`src/rtl/complex_mult_scoreboard.sv`:
```
// Scoreboard for a complex multiplier: predicts each accepted operand pair's product,
// queues predictions in order and compares them against returned results.
module complex_mult_scoreboard #(
  parameter int DATA_WIDTH  = 8,
  parameter int DEPTH       = 4,
  parameter int SIGNED_MODE = 0,
  parameter int TIMEOUT     = 64,
  parameter int CNT_WIDTH   = 16
) (
  input  logic                          clk,
  input  logic                          rstn,
  input  logic                          sw_rst,
  input  logic                          op_val,
  input  logic                          op_ready,
  input  logic [DATA_WIDTH-1:0]         op_1_re,
  input  logic [DATA_WIDTH-1:0]         op_1_im,
  input  logic [DATA_WIDTH-1:0]         op_2_re,
  input  logic [DATA_WIDTH-1:0]         op_2_im,
  input  logic                          res_val,
  input  logic                          res_ready,
  input  logic [2*DATA_WIDTH-1:0]       result_re,
  input  logic [2*DATA_WIDTH-1:0]       result_im,
  output logic [CNT_WIDTH-1:0]          pass_cnt,
  output logic [CNT_WIDTH-1:0]          fail_cnt,
  output logic [$clog2(DEPTH):0]        outstanding,
  output logic                          mismatch,
  output logic                          overflow_err,
  output logic                          underflow_err,
  output logic                          timeout_err
);

  localparam int PW = $clog2(DEPTH);
  localparam int OW = PW + 1;
  localparam int RW = 2 * DATA_WIDTH;
  localparam int AW = $clog2(TIMEOUT + 1);
  localparam logic [OW-1:0] FULL_C = OW'(DEPTH);
  localparam logic [AW-1:0] TMO_C  = AW'(TIMEOUT);

  // The low RW bits of the (RW+1)-bit sum/difference equal modulo-2^RW arithmetic,
  // so operands are extended straight to RW bits.
  function automatic logic [RW-1:0] ext(input logic [DATA_WIDTH-1:0] v);
    if (SIGNED_MODE != 0) ext = {{DATA_WIDTH{v[DATA_WIDTH-1]}}, v};
    else                  ext = {{DATA_WIDTH{1'b0}}, v};
  endfunction

  logic [RW-1:0] r_mem_re [DEPTH];
  logic [RW-1:0] r_mem_im [DEPTH];
  logic [PW-1:0] r_wr_ptr, r_rd_ptr;
  logic [AW-1:0] r_age;

  logic          w_push_hs, w_res_hs, w_empty, w_full, w_push, w_pop, w_match;
  logic [RW-1:0] w_pred_re, w_pred_im;

  assign w_pred_re = ext(op_1_re) * ext(op_2_re) - ext(op_1_im) * ext(op_2_im);
  assign w_pred_im = ext(op_1_re) * ext(op_2_im) + ext(op_1_im) * ext(op_2_re);

  assign w_push_hs = op_val && op_ready;
  assign w_res_hs  = res_val && res_ready;
  assign w_empty   = (outstanding == '0);
  assign w_full    = (outstanding == FULL_C);
  assign w_pop     = w_res_hs && !w_empty;
  // A pop in the same cycle frees the head slot, so a push into a full FIFO is legal then.
  assign w_push    = w_push_hs && (!w_full || w_pop);
  assign w_match   = (result_re == r_mem_re[r_rd_ptr]) && (result_im == r_mem_im[r_rd_ptr]);

  always_ff @(posedge clk) begin
    if (w_push) begin
      r_mem_re[r_wr_ptr] <= w_pred_re;
      r_mem_im[r_wr_ptr] <= w_pred_im;
    end
  end

  always_ff @(posedge clk) begin
    if (!rstn || sw_rst) begin
      r_wr_ptr      <= '0;
      r_rd_ptr      <= '0;
      r_age         <= '0;
      pass_cnt      <= '0;
      fail_cnt      <= '0;
      outstanding   <= '0;
      mismatch      <= 1'b0;
      overflow_err  <= 1'b0;
      underflow_err <= 1'b0;
      timeout_err   <= 1'b0;
    end else begin
      mismatch <= 1'b0;
      if (w_push) r_wr_ptr <= r_wr_ptr + PW'(1);
      if (w_pop)  r_rd_ptr <= r_rd_ptr + PW'(1);
      if (w_push_hs && w_full && !w_pop) overflow_err <= 1'b1;
      if (w_res_hs && w_empty) underflow_err <= 1'b1;

      if (w_pop) begin
        if (w_match) begin
          if (pass_cnt != '1) pass_cnt <= pass_cnt + CNT_WIDTH'(1);
        end else begin
          if (fail_cnt != '1) fail_cnt <= fail_cnt + CNT_WIDTH'(1);
          mismatch <= 1'b1;
        end
      end

      case ({w_push, w_pop})
        2'b10:   outstanding <= outstanding + OW'(1);
        2'b01:   outstanding <= outstanding - OW'(1);
        default: outstanding <= outstanding;
      endcase

      // Age tracks how long the head prediction has waited; it saturates at TIMEOUT.
      if (w_pop || w_empty) begin
        r_age <= '0;
      end else begin
        if (r_age != TMO_C) r_age <= r_age + AW'(1);
        if (r_age >= TMO_C - AW'(1)) timeout_err <= 1'b1;
      end
    end
  end

endmodule
```
`config.mk`:
```
export PLATFORM = sky130hd
export DESIGN_NAME = complex_mult_scoreboard
export DESIGN_NICKNAME = d
export VERILOG_FILES = /design/src/rtl/complex_mult_scoreboard.sv
export SDC_FILE = /design/constraint.sdc
export NUM_CORES = 1
export LEC_CHECK = 0
export BUFFER_PORTS_ARGS = -buffer_cell sky130_fd_sc_hd__buf_4
export CAP_MARGIN = 40
export CORE_MARGIN = 2
export CORE_UTILIZATION = 55
export CTS_BUF_LIST = sky130_fd_sc_hd__clkbuf_16
export DETAILED_ROUTE_END_ITERATION = 16
export PLACE_DENSITY_LB_ADDON = 0.3
export SETUP_SLACK_MARGIN = 0.4
export SLEW_MARGIN = 20
export SYNTH_ARGS = -nofsm -noshare
export SYNTH_HDL_FRONTEND = slang
export SYNTH_SLANG_ARGS = --single-unit
```
`constraint.sdc`:
```
create_clock -name clk -period 6.59 [get_ports clk]
set_clock_uncertainty 0.15 [all_clocks]
set_input_delay 0.3295 -clock clk [delete_from_list [all_inputs] [get_ports clk]]
set_output_delay 0.3295 -clock clk [all_outputs]
set_load 0.1 [all_outputs]
```
==> impl_metrics.tcl <==
set metrics [dict create \
    reg2reg_setup_slack_ns 2.58 \
    antenna_found_initial 0 \
    slew_headroom_pct 56.9 \
    grt_pass1_wl_um 55500 \
    p_clk_share_pct 9.8 \
    switching_power_mw 4.60 \
    p_total_mw 10.4 \
    synth_cells 1528 \
    synth_edf_count 128 \
    gr-total-overflow 0 \
    io_buffers 109 \
    leakagePower_nw 7.96 \
    intPower_mw 5.85 \
    switching_share_pct 44.0 \
    cts_root_buf "clkbuf_16" \
    fin_nets 2013 \
    peakVddDrop_uv 870 \
    cts_tree "yes" \
    powerDensity_mw_per_mm2 577 \
    die_w_um 176 \
    hp-start "res_val" \
    cp-end-kind "register" \
    clock.fmax_mhz 186 \
    syn_area_mm2 0.0163 \
    drive_gt1_share_pct 11.8 \
    top_layer "met4" \
    yosysSeqAreaShare_pct 30.0 \
    worstHoldPathCells 3 \
    min_period_over_period_pct 81.5 \
    syn_nets 1928 \
    num_vias 11000 \
    avgViaCountPerCell 5.45 \
    placedInstanceArea_mm2 0.0175 \
    gp_congestion 0.833 \
    yosysWarnings 0 \
    h-tree-depth 4 \
    post_cts_resized 0 \
    avgSynthCellArea_um2 10.7 \
    core_mm2 0.0294 \
    max_cap_viol_count 0 \
    synthFlopType "edfxtp_1" \
    cts_setup_buffers 0 \
    rsz0062_at_grt "no" \
    outcome "completed" \
    p_comb_share_pct 64.1 \
    synth-async-reset-ratio_pct 0 \
    hold_violations 0 \
    drtIter0Drc 591 \
    setup_tns_ns 0 \
    worst-slew-pin-transition_ns 0.647 \
    wl_met1_um 14100 \
    wl_per_cell_um 16.7 \
    utilization_pct 61.5 \
    grtUsageTotal_pct 22.8 \
    p_seq_share_pct 26.1 \
    diodes 0 \
    die_h_um 176 \
    die_area_mm2 0.0310 \
    startpoint_type "primary input" \
    final_max_slew_viol_count 0 \
    cp.required_ns 6.65 \
    clock_latency_ns 0.44 \
    cts_max_path_buffers 2 \
    fill_cells 2381 \
    synth-seq-cells 180 \
    holdWs_ns 0.0162 \
    rows 63 \
    crit_arrival_ns 5.43 \
    min_period_ns 5.37 \
    route.met2.wl_um 16700 \
    startpoint "op_1_re[5]" \
    multiInputGateArea_mm2 0.0101 \
    worstPathMaxFanout 16 \
    crit_type "in -> reg" \
    post-route-drc-count 0 \
    start_util_pct 55.4 \
    reg2reg_depth 9 \
    ant_nets 0 \
    hp-class "in -> reg" \
    drt_wl_total_um 33600 \
    grt_max_degree 36 \
    ios 110 \
    syn_to_final_growth_pct 11.0 \
    numCtsBuffers 17 \
    drt_first_pass_iters 7 \
    clkTransAtPathRegs_ns 0.07 \
    finalSetupViolCount 0 \
    seq_area_mm2 0.00489 \
    fin_area_mm2 0.0181 \
    grt_pass1_vias 11300 \
    cts.sinks 180 \
    hpwlAfterDp_um 25600 \
    routed-wl-met3_um 1890 \
    synth_cell_types 50 \
]
[worst max-delay path: stages]
cell and delay (ns):
buf_4 0.18, and2_1 0.17, fa_1 0.53, inv_1 0.05, fa_1 0.45, fa_1 0.56
inv_1 0.07, fa_1 0.46, fa_1 0.53, inv_1 0.05, fa_1 0.47, inv_1 0.04
ha_1 0.34, a21o_1 0.18, a21o_1 0.19, nand2_1 0.06, nand2_1 0.05, a41oi_1 0.25
a21oi_1 0.13, xnor2_1 0.34
[metal layers]
metal	track usage, %	vias up
met5	0	-
met4	8.09	0
met3	3.06	48
met2	39.2	370
met1	29.7	5453
li1	-	5119
[stage by stage]
step                instances  setup slack (ns)
floorplan                1528              1.11
global placement         1978             0.928
detailed placement       1981             0.806
CTS                      2016              1.26
global route             2016              1.01
finish                   2016              1.22
[registers in the layout, indices dropped and copies added, names as in the netlist, named ones only]
signal         flops
r_mem_im          64
r_mem_re          64
fail_cnt          16
pass_cnt          16
r_age              7
outstanding        3
r_rd_ptr           2
r_wr_ptr           2
mismatch           1
overflow_err       1
timeout_err        1
underflow_err      1
[layout make-up]
| cell class | count | area share [%] |
|---|---|---|
| Tap cell | 390 | 2.70 |
| Clock buffer | 17 | 2.35 |
| Inverter | 296 | 6.14 |
| Sequential cell | 180 | 27.0 |
| Timing Repair Buffer | 123 | 5.15 |
| Clock inverter | 15 | 1.01 |
| Multi-Input combinational cell | 995 | 55.6 |
[Yosys cell counts, drive strengths merged, types with 5 or more instances]
| master | number | area, um2 |
|---|---|---|
| a21o | 14 | 105 |
| a21oi | 40 | 200 |
| a31oi | 5 | 31.3 |
| and2 | 154 | 963 |
| and3 | 8 | 50.1 |
| and4 | 5 | 43.8 |
| buf | 13 | 73.8 |
| clkbuf | 44 | 165 |
| dfxtp | 52 | 1040 |
| edfxtp | 128 | 3840 |
| fa | 195 | 3900 |
| ha | 134 | 1680 |
| inv | 296 | 1110 |
| mux2i | 6 | 60.1 |
| mux4 | 32 | 721 |
| nand2 | 136 | 510 |
| nand2b | 8 | 50.1 |
| nand3 | 29 | 145 |
| nand4 | 19 | 119 |
| nor2 | 32 | 120 |
| nor2b | 5 | 31.3 |
| nor3 | 9 | 45.0 |
| o21ai | 18 | 90.1 |
| o21bai | 5 | 37.5 |
| o31ai | 9 | 67.6 |
| or3 | 10 | 62.6 |
| or4 | 14 | 105 |
| xnor2 | 57 | 499 |
| xor2 | 16 | 140 |
[cells in the final DEF, fill, tap and decap left out, drive strengths merged, types with 3 or more instances in the layout]
cell type    count
a21o            14
a21oi           40
a31oi            5
and2           154
and3             8
and4             5
buf            120
clkbuf          17
clkinv           4
dfxtp           52
dlygate4sd3      3
edfxtp         128
fa             195
ha             134
inv            304
mux2i            6
mux4            32
nand2          136
nand2b           8
nand3           29
nand3b           4
nand4           19
nor2            32
nor2b            5
nor3             9
nor4             4
o211ai           4
o21ai           18
o21bai           5
o31ai            9
or2              3
or3             10
or4             14
xnor2           57
xor2            16
[worst paths after layout]
kind | endpoint
hold / removal | underflow_err
hold reg to reg | timeout_err
setup / recovery | r_mem_re[3][15]
setup reg to reg | pass_cnt[12]
[repair_timing]
| item | in CTS | in global routing |
|---|---|---|
| endpoints found under the setup margin | 0 | 0 |
| hold endpoints to repair | 2 | 0 |
| hold buffers | 3 | 0 |
[power by group through the flow]
| stage | clock network [mW] | logic, mW | registers, mW |
|---|---|---|---|
| final | 1.02 | 6.70 | 2.72 |
| after global routing | 1.09 | 7.64 | 2.74 |
| after CTS | 1.04 | 6.68 | 2.73 |
| after detailed placement | 0 | 6.65 | 2.75 |
| after global placement | 0 | 6.35 | 2.74 |
| after floorplan | 0 | 5.06 | 2.73 |
[kinds of logic (layout without fill, tap and decap cells)]
logic type	after synthesis	after routing	share of synthesized area [%]
and+or+nand+nor	445	445	14.6
buffers and inverters	353	451	8.28
adders and majority gates	329	329	34.2
DFF	180	180	30.0
AOI/OAI and AO/OA	110	110	4.23
xor gates and xnor gates	73	73	3.92
muxes	38	38	4.79
Note: power is estimated with default switching activity, not from simulation.
